==> src/rtl/pipeline_ctrl.sv <==
// Hazard and sequencing controller for the 5-stage in-order core.
// Tracks EX/MM/WB occupancy, stalls on memory wait and load-use, flushes on redirect, registers forwarding selects.
module pipeline_ctrl #(
    parameter int REG_ADDR_W = 5,
    parameter bit FWD_EN     = 1'b1
) (
    input  logic                  clk,
    input  logic                  reset,
    input  logic                  if_valid,
    output logic                  if_ready,
    input  logic [REG_ADDR_W-1:0] id_rs1_addr,
    input  logic [REG_ADDR_W-1:0] id_rs2_addr,
    input  logic [REG_ADDR_W-1:0] id_rd_addr,
    input  logic                  id_mm_re,
    input  logic                  id_mm_we,
    input  logic                  ex_redirect,
    input  logic                  mm_ready,
    output logic                  id_en,
    output logic                  ex_en,
    output logic                  mm_en,
    output logic                  ex_valid,
    output logic                  mm_valid,
    output logic                  wb_valid,
    output logic                  pc_redirect,
    output logic                  flush_id,
    output logic                  stall_load_use,
    output logic [1:0]            fwd_rs1_sel,
    output logic [1:0]            fwd_rs2_sel
);

    logic                  v_ex, v_mm, v_wb;
    logic [REG_ADDR_W-1:0] rd_ex, rd_mm, rd_wb;
    logic                  ld_ex, mem_ex, mem_mm;

    logic rs1_ex, rs2_ex, rs1_mm, rs2_mm, rs1_wb, rs2_wb;
    logic raw_ex, raw_mm, raw_wb;
    logic mm_stall, redir, load_use;
    logic [1:0] nxt_rs1_sel, nxt_rs2_sel;

    // x0 never carries a dependency, and an empty stage never produces one
    function automatic logic hit(input logic v, input logic [REG_ADDR_W-1:0] rd,
                                 input logic [REG_ADDR_W-1:0] src);
        return v && (rd != '0) && (rd == src);
    endfunction

    always_comb begin
        rs1_ex = if_valid & hit(v_ex, rd_ex, id_rs1_addr);
        rs2_ex = if_valid & hit(v_ex, rd_ex, id_rs2_addr);
        rs1_mm = if_valid & hit(v_mm, rd_mm, id_rs1_addr);
        rs2_mm = if_valid & hit(v_mm, rd_mm, id_rs2_addr);
        rs1_wb = if_valid & hit(v_wb, rd_wb, id_rs1_addr);
        rs2_wb = if_valid & hit(v_wb, rd_wb, id_rs2_addr);
        raw_ex = rs1_ex | rs2_ex;
        raw_mm = rs1_mm | rs2_mm;
        raw_wb = rs1_wb | rs2_wb;

        mm_stall = v_mm & mem_mm & ~mm_ready;
        redir    = v_ex & ex_redirect;
        load_use = FWD_EN ? (ld_ex & raw_ex) : (raw_ex | raw_mm | raw_wb);

        nxt_rs1_sel = 2'b00;
        nxt_rs2_sel = 2'b00;
        if (FWD_EN) begin
            if (rs1_ex)      nxt_rs1_sel = 2'b01;
            else if (rs1_mm) nxt_rs1_sel = 2'b10;
            if (rs2_ex)      nxt_rs2_sel = 2'b01;
            else if (rs2_mm) nxt_rs2_sel = 2'b10;
        end
    end

    always_comb begin
        if_ready       = 1'b1;
        id_en          = 1'b1;
        ex_en          = 1'b1;
        mm_en          = 1'b1;
        pc_redirect    = 1'b0;
        flush_id       = 1'b0;
        stall_load_use = 1'b0;
        if (mm_stall) begin
            if_ready = 1'b0;
            id_en    = 1'b0;
            ex_en    = 1'b0;
            mm_en    = 1'b0;
        end else if (redir) begin
            pc_redirect = 1'b1;
            flush_id    = 1'b1;
        end else if (load_use) begin
            if_ready       = 1'b0;
            id_en          = 1'b0;
            stall_load_use = 1'b1;
        end
    end

    // A memory wait freezes every stage; a redirect or load-use turns the EX slot into a bubble
    always_ff @(posedge clk or posedge reset) begin
        if (reset) begin
            v_ex        <= 1'b0;
            v_mm        <= 1'b0;
            v_wb        <= 1'b0;
            rd_ex       <= '0;
            rd_mm       <= '0;
            rd_wb       <= '0;
            ld_ex       <= 1'b0;
            mem_ex      <= 1'b0;
            mem_mm      <= 1'b0;
            fwd_rs1_sel <= 2'b00;
            fwd_rs2_sel <= 2'b00;
        end else if (!mm_stall) begin
            v_mm   <= v_ex;
            rd_mm  <= rd_ex;
            mem_mm <= mem_ex;
            v_wb   <= v_mm;
            rd_wb  <= rd_mm;
            if (redir || load_use) begin
                v_ex        <= 1'b0;
                rd_ex       <= '0;
                ld_ex       <= 1'b0;
                mem_ex      <= 1'b0;
                fwd_rs1_sel <= 2'b00;
                fwd_rs2_sel <= 2'b00;
            end else begin
                v_ex        <= if_valid;
                rd_ex       <= if_valid ? id_rd_addr : '0;
                ld_ex       <= if_valid & id_mm_re;
                mem_ex      <= if_valid & (id_mm_re | id_mm_we);
                fwd_rs1_sel <= nxt_rs1_sel;
                fwd_rs2_sel <= nxt_rs2_sel;
            end
        end
    end

    assign ex_valid = v_ex;
    assign mm_valid = v_mm;
    assign wb_valid = v_wb;

endmodule

==> config.mk <==
export PLATFORM = sky130hd
export DESIGN_NAME = pipeline_ctrl
export DESIGN_NICKNAME = d
export VERILOG_FILES = /design/src/rtl/pipeline_ctrl.sv
export SDC_FILE = /design/constraint.sdc
export NUM_CORES = 1
export LEC_CHECK = 0
export ABC_AREA = 1
export CAP_MARGIN = 20
export CELL_PAD_IN_SITES_DETAIL_PLACEMENT = 2
export CELL_PAD_IN_SITES_GLOBAL_PLACEMENT = 2
export CORE_MARGIN = 4
export CORE_UTILIZATION = 27
export DETAILED_ROUTE_END_ITERATION = 8
export HOLD_SLACK_MARGIN = 0.05
export PLACE_DENSITY = 0.85
export SLEW_MARGIN = 10
export SYNTH_ARGS = -nofsm -noshare
export SYNTH_HDL_FRONTEND = slang
export SYNTH_SLANG_ARGS = --single-unit
==> constraint.sdc <==
create_clock -name clk -period 3 [get_ports clk]
set_input_delay 0.6 -clock clk [delete_from_list [all_inputs] [get_ports clk]]
set_output_delay 0.6 -clock clk [all_outputs]
set_load 0.05 [all_outputs]
==> impl_results.md <==
* Status: completed
* Switching part of the total at a little over a third
* Final Power at around 0.78 mW
* Syn_nets at around 210
* Die height at around 77 µm
* Drt pass-1 iters at 4
* # Max-Cap Violations at 0
* Seq/Total Area, Yosys at 38.6%
* DR WL/cell at between 15 and 20 µm
* Syn avg cell area at 6.76 µm²
* P_leak at about 0.95 nW
* Mapped Cells at around 190
* Die area at 0.00598 mm²
* Crit-path max FO at 5
* Clock power share at between 20% and 30%
* Util after Layout at about two fifths
* Hold Vio Cnt, Final at 0
* Synth area leaders: dfrtp_1, nand2_1, inv_1
* Synth cell types at 23
* Startpoint class of the critical path: input pin
* Minimum clock period after layout at ~2800 ps
* Yosys top cell area share at slightly below 40%
* Tightest Pin Transition at about 800 ps
* Layout Nets at 249
* Number of DRC markers in iteration 0 at 33
* Worst hold path class: register to register
* Final setup viols at 0
* Clock Tree Root: clkbuf_8
* Hold_buf cts at 0
* Finished Layout Cells at 278
* Final Max Tran Viols at 0
* Leading area contributor after synthesis: dfrtp_1
* Cell Pwr Density at roughly 440 mW/mm²
* Final instance area at approximately 0.0018 mm²
* Worst EP arrival at ~2200 ps
* Largest net degree at the start of global routing at 25
* Crit. Startpoint: if_valid
* Standard-cell rows at 24
* GRT Total Usage at 15.1%
* RR Startpoint: rd_ex[4]
* #FFs+latches synth at 20
* DP Area at about 0.0017 mm²
* R2r endpoint: rd_ex[1]
* First-pass GRT wire length at approximately 7300 µm
* Post-CTS Setup Bufs at 0
* Sequential cell area at 500 µm²
* I/O pin cnt at 36
* Int Pwr at a little over 0.5 mW
* Vias in the first global route at ~1500
* Clk slew on worst S/H paths at around 80 ps
* Combinational power share at a little under a third
* Core ar. at about 0.0045 mm²
* Dpl hpwl at 3240 µm
* Psw at approximately 0.27 mW
* Max Clk Rate at about 360 MHz
* Critical path class: input pin to output port
* Vias at roughly 1300
* RSZ-0062 raised after global routing: no
* Routed Antenna Nets at 0
* Worst relative slew slack at a little under half
* Cells after DPL at ~270
* Peak supply drop at approximately 130 µV
* R2R Setup Slk at about 1400 ps
* CTS tree: done
* TritonCTS Buffers at 3
* Gp weighted congestion at roughly 0.85
* Post-DR vias/cell at about 4.8
* WP data required at 2400 ps
* Grt ovf at 0
* Overall routed net length at roughly 4200 µm
* Drc violations at 0
* Crit end category: output port
* Sequential power share at 40.8%
* # H-tree levels at 1
* Antenna cells at 0
* Initial antenna violation count at 0
* Final cycle utilization of the critical path at between 90% and 100%
* FF-to-FF path depth at 11
* Deepest clock path buffer count at 2
* Clk sinks at 20
* Fillers at about 550
* Worst-Skew Late Latency at 260 ps
* Clk_skew at between 3 and 4 ps
* Starting density of the core at between 20 and 30%
* Yosys warning count at 0
* Setup TNS at 0 ps
* Layout overhead on the synthesized area at 37.6%
* Share of layout cells above drive strength 1 at roughly an eighth
* Termination of the worst setup path: stall_load_use
* Mapped cell area at ~0.0013 mm²
* # port buffers at 35
* Area taken by multi-input logic gates at just over 600 µm²
* Die width at slightly below 80 µm
## worst min path at each step
stage                start  endpoint  slack [ps]  cells after the start
floorplan           mem_ex    mem_mm         440                      1
global placement    mem_ex    mem_mm         460                      1
detailed placement  mem_ex    mem_mm         460                      1
CTS                 mem_ex    mem_mm         480                      1
global route        mem_ex    mem_mm         510                      1
finish              mem_ex    mem_mm         480                      1
## final cells by class
type / instances / share of cell area (%)
Multi-Input combinational cell: 133 / 34.8
Clock buffer: 4 / 3.08
Inverter: 30 / 6.45
Timing Repair Buffer: 39 / 24.0
Sequential cell: 20 / 28.0
Tap cell: 52 / 3.64
## power groups by stage
stage | combinational (mW) | sequential [mW] | clock (mW)
2_1_floorplan | 0.129 | 0.339 | 0
3_3_place_gp | 0.242 | 0.322 | 0
3_5_place_dp | 0.249 | 0.323 | 0
4_1_cts | 0.251 | 0.318 | 0.221
5_1_grt | 0.275 | 0.322 | 0.235
6_report | 0.248 | 0.317 | 0.212
## layout by cell type, fill, tap and decap left out
| master | count |
|---|---|
| dfrtp_1 | 20 |
| nor3_2 | 1 |
| o21ai_0 | 11 |
| clkdlybuf4s50_1 | 27 |
| xor2_1 | 3 |
| nand4_2 | 1 |
| o21ai_2 | 1 |
| nand2_2 | 1 |
| nand4_1 | 11 |
| or2_2 | 3 |
| inv_4 | 1 |
| inv_2 | 2 |
| a21oi_1 | 4 |
| o21ai_1 | 2 |
| nor2_1 | 15 |
| nand3_2 | 2 |
| dlymetal6s2s_1 | 1 |
| clkbuf_8 | 4 |
| o211ai_1 | 1 |
| nand3_1 | 8 |
| nor2_2 | 1 |
| inv_1 | 27 |
| nand2_1 | 68 |
| buf_4 | 6 |
| buf_12 | 5 |
## per-stage QoR
step	hold WS [ps]	setup slack, ps
after global placement	456	226
after CTS	484	138
after global routing	513	57.2
final	479	227
after detailed placement	465	145
after floorplan	440	83.6
## critical path: stages
cell and delay, ps:
clkdlybuf4s50_1 520, inv_4 60, a21oi_1 110, nand2_1 70
nor2_2 140, nand3_2 90, nand2_1 90, nand2_2 90
nor3_2 220, buf_12 180
## synthesized netlist by cell type, drive strengths merged
| cell type | number |
|---|---|
| nor2 | 16 |
| xor2 | 3 |
| buf | 8 |
| nand4 | 12 |
| nand3 | 10 |
| a21oi | 4 |
| dfrtp | 20 |
| o21ai | 14 |
| nor3 | 1 |
| inv | 30 |
| nand2 | 69 |
| clkbuf | 1 |
| or2 | 3 |
| o211ai | 1 |
## repair_timing
item                                   in CTS  in global routing
setup endpoints to repair                   0                  2
endpoints found under the hold margin       0                  0
resized for setup                           0                  3
## layer usage
metal	GRT usage [%]	share of wire (%)
met1	20.2	47
met2	25.8	49
met3	2.58	4.2
met4	2.67	0
met5	0	0
## logic make-up (layout without fill, tap and decap cells)
group / Yosys count / count (layout) / share of synthesized area (%)
compound gates: 19 / 19 / 7.52
xor+xnor: 3 / 3 / 2.03
buf+inv: 39 / 73 / 13.8
flops: 20 / 20 / 38.6
simple gates: 111 / 111 / 38.1
## state kept, by name, summed over array words and instances (netlist names)
signal	flops
mm_valid	1
ld_ex	1
fwd_rs2_sel	2
fwd_rs1_sel	2
ex_valid	1
rd_mm	5
mem_ex	1
wb_valid	1
mem_mm	1
rd_ex	5
(Power assumes the default switching activity.)
